===== config.mk =====
export PLATFORM = sky130hd
export DESIGN_NAME = mem_access_ctrl
export DESIGN_NICKNAME = d
export VERILOG_FILES = /design/src/rtl/mem_access_ctrl.sv
export SDC_FILE = /design/constraint.sdc
export NUM_CORES = 1
export LEC_CHECK = 0
export CAP_MARGIN = 20
export CORE_MARGIN = 2
export CORE_UTILIZATION = 45
export CTS_BUF_LIST = sky130_fd_sc_hd__clkbuf_4
export DETAILED_ROUTE_END_ITERATION = 7
export MAX_ROUTING_LAYER = met4
export PLACE_DENSITY = 0.9
export REMOVE_ABC_BUFFERS = 1
export SETUP_SLACK_MARGIN = 0.3
export SLEW_MARGIN = 20
export SYNTH_ARGS = -nofsm -noshare
export SYNTH_HDL_FRONTEND = slang
export SYNTH_SLANG_ARGS = --single-unit
export TNS_END_PERCENT = 5

===== constraint.sdc =====
create_clock -name clk -period 2.5 [get_ports clk]
set_input_delay 0.5 -clock clk [delete_from_list [all_inputs] [get_ports clk]]
set_output_delay 0.5 -clock clk [all_outputs]
set_load 0.02 [all_outputs]

===== src/rtl/mem_access_ctrl.sv =====
// Burst sequencer for an 8-word memory: each beat runs SETUP/STROBE/HOLD so the address is stable around select.
// Optional MEM_CTRL_BOUNDS_CHECK_EN rejects bursts that would run past word 7 (done+err, no access).
module mem_access_ctrl #(
  parameter int DATA_W = 8,
  parameter int ADDR_W = 3
) (
  input  logic              clk,
  input  logic              reset,
  input  logic              req_valid,
  output logic              req_ready,
  input  logic              req_write,
  input  logic [ADDR_W-1:0] req_addr,
  input  logic [2:0]        req_len,
  input  logic [DATA_W-1:0] wr_data,
  input  logic              wr_valid,
  output logic              wr_ready,
  output logic [DATA_W-1:0] rd_data,
  output logic              rd_valid,
  output logic              done,
  output logic              err,
  output logic [ADDR_W-1:0] address,
  output logic              select,
  output logic              mem_we,
  output logic [DATA_W-1:0] mem_wdata,
  input  logic [DATA_W-1:0] mem_rdata
);

  typedef enum logic [1:0] {IDLE, SETUP, STROBE, HOLD} state_t;

  state_t              state, state_nxt;
  logic                write_q, write_nxt;
  logic [2:0]          remaining, remaining_nxt;
  logic [ADDR_W-1:0]   address_nxt;
  logic [DATA_W-1:0]   mem_wdata_nxt;
  logic                select_nxt, mem_we_nxt, wr_ready_nxt, rd_valid_nxt, done_nxt;

`ifdef MEM_CTRL_BOUNDS_CHECK_EN
  logic              err_nxt;
  logic [ADDR_W:0]   span;
  assign span = (ADDR_W+1)'(req_addr) + (ADDR_W+1)'(req_len);
`endif

  assign req_ready = (state == IDLE);

  always_comb begin
    state_nxt     = state;
    write_nxt     = write_q;
    remaining_nxt = remaining;
    address_nxt   = address;
    mem_wdata_nxt = mem_wdata;
    rd_valid_nxt  = 1'b0;
    done_nxt      = 1'b0;
`ifdef MEM_CTRL_BOUNDS_CHECK_EN
    err_nxt       = 1'b0;
`endif
    case (state)
      IDLE: begin
        if (req_valid) begin
          write_nxt     = req_write;
          address_nxt   = req_addr;
          remaining_nxt = req_len;
          state_nxt     = SETUP;
`ifdef MEM_CTRL_BOUNDS_CHECK_EN
          // Out-of-range burst: skip every beat and report through HOLD's exit path.
          if (span > (ADDR_W+1)'((1 << ADDR_W) - 1)) begin
            remaining_nxt = 3'd0;
            state_nxt     = HOLD;
            done_nxt      = 1'b1;
            err_nxt       = 1'b1;
          end
`endif
        end
      end
      SETUP: begin
        if (!write_q) begin
          state_nxt = STROBE;
        end else if (wr_ready && wr_valid) begin
          mem_wdata_nxt = wr_data;
          state_nxt     = STROBE;
        end
      end
      STROBE: begin
        state_nxt    = HOLD;
        rd_valid_nxt = !write_q;
        done_nxt     = (remaining == 3'd0);
      end
      HOLD: begin
        if (remaining == 3'd0) begin
          state_nxt = IDLE;
        end else begin
          remaining_nxt = remaining - 3'd1;
          address_nxt   = address + ADDR_W'(1);
          state_nxt     = SETUP;
        end
      end
      default: state_nxt = IDLE;
    endcase
    // Decoder-facing strobes are registered from the next state so they are glitch-free.
    select_nxt   = (state_nxt == STROBE);
    mem_we_nxt   = select_nxt && write_nxt;
    wr_ready_nxt = (state_nxt == SETUP) && write_nxt;
  end

  always_ff @(posedge clk) begin
    if (reset) begin
      state     <= IDLE;
      write_q   <= 1'b0;
      remaining <= 3'd0;
      address   <= '0;
      mem_wdata <= '0;
      select    <= 1'b0;
      mem_we    <= 1'b0;
      wr_ready  <= 1'b0;
      rd_valid  <= 1'b0;
      rd_data   <= '0;
      done      <= 1'b0;
    end else begin
      state     <= state_nxt;
      write_q   <= write_nxt;
      remaining <= remaining_nxt;
      address   <= address_nxt;
      mem_wdata <= mem_wdata_nxt;
      select    <= select_nxt;
      mem_we    <= mem_we_nxt;
      wr_ready  <= wr_ready_nxt;
      rd_valid  <= rd_valid_nxt;
      done      <= done_nxt;
      if (state == STROBE && !write_q) begin
        rd_data <= mem_rdata;
      end
    end
  end

`ifdef MEM_CTRL_BOUNDS_CHECK_EN
  always_ff @(posedge clk) begin
    if (reset) begin
      err <= 1'b0;
    end else begin
      err <= err_nxt;
    end
  end
`else
  assign err = 1'b0;
`endif

endmodule


# == Word-level counts from Yosys, hierarchy flattened ==
# Cells that the tools add are included.
# classes
muxes,13
bitwise_logic,1
n_addsub,2
n_eq_ne,7
n_reduce_logical,11
# op_table
operator,count
2-to-1 mux 3 bit,4
one-hot mux 3 bit (2 select lines),2
one-hot mux 2 bit (4 select lines),1
== test 2 bit (second input constant),3
2-to-1 mux 2 bit,3
AND reduction 3 bit,2
== test 2 x 1 -> 1 bit (second input constant),2
logical AND 1 bit,4
!= test 2 bit (second input constant),2
adder 3 x 1 -> 3 bit (second input constant),1
zero test 3 bit,1
2-to-1 mux 1 bit,3
subtractor 3 x 1 -> 3 bit (second input constant),1
zero test 2 bit,1
nonzero test 2 bit,1
OR reduction 2 bit,1
zero test 1 bit,1
NOT 1 bit,1
# word_totals
register_bits,30
inputBits,27
elab_cells,45
output_inout_bits,26

# == Longest topological paths before layout ==
# Gate-level depths: netlist (run 1).
# depth
depth_word,6
ltp_mapped,6
ltp_nobuf,6

# == Worst setup path after synthesis (run 1) ==
# Ideal clock, no wire load.
# synth_timing
path_type,in2reg
startpoint,in req_valid
endpoint,reg address[0]
stages,4
setup_time_ps,132
n_path_buf,0
slack_ps,1138
t_arrival_ps,1230
required_time_ps,2368
cell_sequence,nor3b_2 > a31o_2 > mux2i_1 > a21oi_1
# synth_via
elab_chain_cells,2
# synth_lines
item,line_no,source
start: declaration,9,"input logic req_valid,"
!= test 2 bit (no line),n/a,
AND reduction 3 bit (no line),n/a,
end signal: assignment,121,address <= address_nxt;
end: declaration,21,"output logic [ADDR_W-1:0] address,"
# Every way passes these cells.
# A chain may end at the register's enable or synchronous reset.

# == Final worst setup path (run 1) ==
# layout_timing
startpoint,reg state[1]
endpoint,out req_ready
# layout_via
elab_chain_cells,1
# layout_lines
item,line_no,source
start: declaration,30,"state_t state, state_nxt;"
start signal: assignment,118,state <= state_nxt;
zero test 2 bit,43,assign req_ready = (state == IDLE);
end: declaration,10,"output logic req_ready,"
# Every way passes these cells.

==> results.yml, run 1 <==
worst_setup_path:
  cp.required_ps: 2000
  end_kind: "output port"
  crit_start: "state[1]"
  start_kind: "register"
  cp_max_fo: 13
  path_class: "register to output port"
  arrival_ps: 1570
  reg2regPathDepth: 4
  r2r_start: "state[1]"
power_and_ir_drop:
  vdd_ir_drop_max_uv: 540
  power_density_nw_per_um2: 592
  p_leak_nw: 0.708
routing:
  firstDrtPassIters: 4
  routedWlPerCell_um: 12.8
  drt-total-wl_um: 2860
  drt_iter0_drc: 39
  drt-vias-per-instance: 5.23
  drcViolationCount: 0
  vias: 1166
  ant_nets: 0
layout:
  fin_nets: 222
  final_layout_size_suffix_gt1_frac: 0.0518
  design_area_um2: 1790
  n_antenna_cell: 0
  final_common_cell: "clkdlybuf4s50_1"
  stdcell_count: 223
  area_growth_pct: 45.9
  final_cell_mix: "51 x clkdlybuf4s50_1, 30 x dfxtp_1, 21 x nor2_1"
floorplan:
  io_pins: 53
  start_util: 0.486
  dieHeight_um: 56.2
  die_w_um: 56.2
  num_rows: 18
  die_area_um2: 3160
  core_area_um2: 2520
logic_synthesis:
  synthCells: 143
  synth-compound-area-share: 0.150
  yosys.area_share.simple: 0.198
  async_flop_share: 0
  yosys.area_share.adder: 0.0306
  syn_area_um2: 1230
  syn_avg_cell_area_um2: 8.57
  synth_edf_count: 0
  netlist-cell-type-count: 27
  ys.flop_type: "dfxtp_1"
  ys_ff_latch: 30
  synthMuxAreaShare: 0.0816
  yosysWarnings: 0
  yosysSeqAreaShare: 0.490
  synth-xor-area-share: 0
  synth_top_family_by_area: "simple AND/OR/NAND/NOR gates"
placement:
  dp.final_hpwl_um: 2210
  io_buffers: 51
  placed_area_um2: 1740
  dp.cells: 215
  routabilityCongestion: 0.904
grt:
  antenna_found_initial: 0
  track_usage: 0.186
  grt_max_degree: 18
  first_global_vias: 1060
  grt_pass1_wl_um: 4570
  gr-total-overflow: 0
clocking:
  cts_max_path_buffers: 2
  clk_latency_ps: 320
  cts.sink_count: 30
  cts_buffers: 5
  htree_levels: 2
  cts-resized-gates: 0
  cts_tree: "done"
  clkTransAtPathRegs_ps: 90
  holdBufCountCts: 0
  cts-root-buf: "clkbuf_4"
  cts_setup_buffers: 0
sta:
  fmax_ghz: 0.483
  rsz0062_at_grt: "no"
  tns_ps: 0
  hold_viol: 0
  slew_headroom: 0.669
  fin_crit_ps: 2070
  slew_violations: 0
  skew_ps: 5.07
  setup_viol: 0
  tightest_slew_ps: 495
  finalCritPeriodShare: 0.828
hold_path:
  hp-start: "remaining[0]"
  min_path_cells: 2
  worstHoldPathType: "register to register"
status:
  status: "complete, no violations"
job:
  drv_cap: 0
## layout make-up
cell class | count | area [um2]
Clock buffer | 5 | 37.5
Clock inverter | 3 | 16.3
Fill cell | 200 | 733
Inverter | 3 | 11.3
Multi-Input combinational cell | 100 | 568
Sequential cell | 30 | 601
Tap cell | 30 | 37.5
Timing Repair Buffer | 52 | 518
## final timing paths
kind,to,slack [ps]
setup reg to reg,rd_data[2],740
hold / removal,remaining[0],490
hold reg to reg,remaining[0],490
setup / recovery,req_ready,430
## cells in the mapped netlist, types with 2 or more instances
library cell	instances	area share
o21ai_1	11	0.045
a31oi_1	3	0.015
nand2b_1	3	0.015
nand2_1	12	0.037
mux2i_1	10	0.082
nand3_1	3	0.012
dfxtp_1	30	0.49
nor3_1	4	0.016
nor3b_1	2	0.012
a21oi_1	16	0.065
buf_2	4	0.016
inv_1	3	0.0092
clkbuf_1	5	0.015
nor2_1	21	0.064
nor4_1	2	0.010
ha_1	3	0.031
## cells by family (layout without fill, tap and decap cells)
logic type      after synthesis  after routing
compound gates               34             34
fa+ha+maj                     3              3
buf+inv                      13             63
flops                        30             30
mux                          10             10
other cells                   1              1
simple gates                 52             52
## critical path: stages, from the launching register on
cell	delay [ps]
dfxtp_1	600
nor2_1	90
clkdlybuf4s50_1	550
## metal layers
layer	up-vias	global-route usage	wire length, um	part of all wire
li1	587	-	-	-
met2	57	0.303	1380	0.48
met3	9	0.0581	235	0.082
met1	513	0.219	1180	0.41
met4	0	0.0578	56	0.020
met5	-	-	0	0
## sequential cells by signal, summed over array words and instances (netlist names)
signal     flops
remaining      3
rd_data        8
mem_we         1
wr_ready       1
address        3
write_q        1
rd_valid       1
state          2
select         1
done           1
mem_wdata      8
## stage by stage
step	util	worst slack, ps	power [mW]	hold slack, ps
5_1_grt	0.709	325	1.11	517
3_5_place_dp	0.688	458	0.801	474
2_1_floorplan	-	994	0.676	435
3_3_place_gp	0.688	550	0.793	461
4_1_cts	0.709	430	1.07	487
6_report	0.709	430	1.06	492
## where the power goes
group / switching [mW] / internal (mW)
clock network: 0.163 / 0.104
registers: 0.0369 / 0.509
logic: 0.123 / 0.122
Power figures use the tool's default switching activity.
==> run 2, diff against run 1 <==
Settings changed: CORE_UTILIZATION 45 to 43, PLACE_DENSITY 0.9 to 0.86.
Clock period 2.5 ns to 2.1 ns, I/O delays scaled along.
==> run 2 against run 1 <==
Critical path depth shrank 1. Combinational power increased by 31%. Die area is 4.3% higher. Cell area up 2.0%. Count of clock-buffer cells in the layout did not move. Power grew 19%. Critical path type unchanged. Clock power up 12%. Hold slack got worse by 9.9 ps. Critical endpoint is now address[2].
==> results.yml, run 2 (synthesis gave the netlist of run 1 again) <==
status:
  status: "complete, no violations"
hold_path:
  hp-start: "rd_data[3]"
  worstHoldPathType: "register to register"
  min_path_cells: 2
  min_to: "rd_data[3]"
grt:
  gr-total-overflow: 0
  grt_pass1_wl_um: 4850
  first_global_vias: 1182
  track_usage: 0.200
  antenna_found_initial: 0
  grt_max_degree: 16
floorplan:
  io_pins: 53
  num_rows: 19
  die_w_um: 57.4
  core_area_um2: 2730
  die_area_um2: 3290
  dieHeight_um: 57.4
  start_util: 0.449
sta:
  slew_headroom: 0.644
  finalCritPeriodShare: 0.826
  holdWs_ps: 482
  skew_ps: 10.9
  rsz0062_at_grt: "no"
  fin_crit_ps: 1730
  fmax_ghz: 0.576
  hold_viol: 0
  tns_ps: 0
  slew_violations: 0
  setup_viol: 0
  tightest_slew_ps: 533
routing:
  drcViolationCount: 0
  drt-vias-per-instance: 5.23
  ant_nets: 0
  drt_iter0_drc: 48
  firstDrtPassIters: 4
  vias: 1193
  routedWlPerCell_um: 13.6
  drt-total-wl_um: 3090
worst_setup_path:
  reg2regPathDepth: 4
  crit_path_top_delay_cell: "clkdlybuf4s50_1"
  crit_chain: "clkdlybuf4s50_1"
  r2r_slack_ps: 520
  arrival_ps: 1310
  r2r_end: "mem_wdata[4]"
  end_kind: "output port"
  worst-path-buf-inv: 1
  path_class: "register to output port"
  slowest_delay_ps: 620
  timing.critical_path.max_delay_family: "buffers and inverters"
  cp.required_ps: 1680
  cp_max_fo: 3
  r2r_start: "state[1]"
  start_kind: "register"
layout:
  multi_input_area_um2: 568
  seq_area_um2: 602
  reg_top3: "mem_wdata (8), rd_data (8)"
  final_cell_mix: "49 x clkdlybuf4s50_1, 29 x dfxtp_1, 21 x nor2_1"
  final_layout_size_suffix_gt1_frac: 0.0812
  n_antenna_cell: 0
  design_area_um2: 1820
  fin_nets: 227
  final_common_cell: "clkdlybuf4s50_1"
  fill_cells: 237
  area_growth_pct: 48.8
power_and_ir_drop:
  swShare: 0.301
  seqPwrFrac: 0.506
  p_leak_nw: 0.753
  power_density_nw_per_um2: 691
  combPwrFrac: 0.255
  vdd_ir_drop_max_uv: 527
  power_mw: 1.26
  switchingPower_mw: 0.379
  intPower_mw: 0.882
  p_clk_frac: 0.239
clocking:
  htree_levels: 2
  cts_max_path_buffers: 2
  cts-root-buf: "clkbuf_4"
  cts_tree: "done"
  clk_latency_ps: 330
  cts_buffers: 5
  clkTransAtPathRegs_ps: 90
  cts.sink_count: 30
placement:
  placed_area_um2: 1770
  dp.final_hpwl_um: 2270
  routabilityCongestion: 0.852
  io_buffers: 51
job:
  drv_cap: 0
run 2: cell count changes in the layout (fill, tap and decap cells not counted), sizes merged:
| cell | before | now |
|---|---|---|
| buf | 1 | 6 |
| clkdlybuf4s50 | 51 | 49 |
| clkinvlp | 1 | 0 |
| dlygate4sd2 | 0 | 1 |
| dlymetal6s2s | 0 | 1 |
run 2: how the worst max path moves through the flow:
stage	from	endpoint	slack, ps	cells after the start
6_report	address[2]	address[2]	370	1
5_1_grt	address[1]	address[1]	320	1
4_1_cts	address[0]	address[0]	330	1
3_5_place_dp	wr_valid	mem_wdata[4]	210	5
3_3_place_gp	wr_valid	mem_wdata[0]	260	5
2_1_floorplan	state[0]	mem_wdata[0]	590	4
run 2: power groups by stage:
stage | clock network (mW) | logic [mW] | registers, mW
4_1_cts | 0.309 | 0.322 | 0.637
3_5_place_dp | 0 | 0.323 | 0.649
2_1_floorplan | 0 | 0.122 | 0.682
5_1_grt | 0.335 | 0.346 | 0.643
3_3_place_gp | 0 | 0.314 | 0.647
6_report | 0.301 | 0.322 | 0.638
run 2: stage by stage:
stage                     worst slack, ps  instances   util
after floorplan                       594        133      -
after global placement                258        221  0.649
after detailed placement              206        221  0.649
after CTS                             332        228  0.666
after global routing                  319        228  0.667
final                                 365        228  0.667
run 2: layer usage:
layer	track usage	vias up	wire length, um
met5	-	-	0
met4	0.120	0	57
met3	0.0499	8	237
met2	0.333	58	1550
met1	0.211	529	1250
li1	-	598	-
run 2: what timing repair did:
item	4_1_cts	5_1_grt
resized for setup	2	1
endpoints found under the setup margin	1	1
buffers inserted	0	0
hold buffers	0	0
run 2: area by class of cell:
class                           instances  share of cell area
Timing Repair Buffer                   57               0.305
Inverter                                3             0.00617
Tap cell                               31              0.0213
Sequential cell                        30               0.330
Clock inverter                          2             0.00549
Clock buffer                            5              0.0206
Multi-Input combinational cell        100               0.311
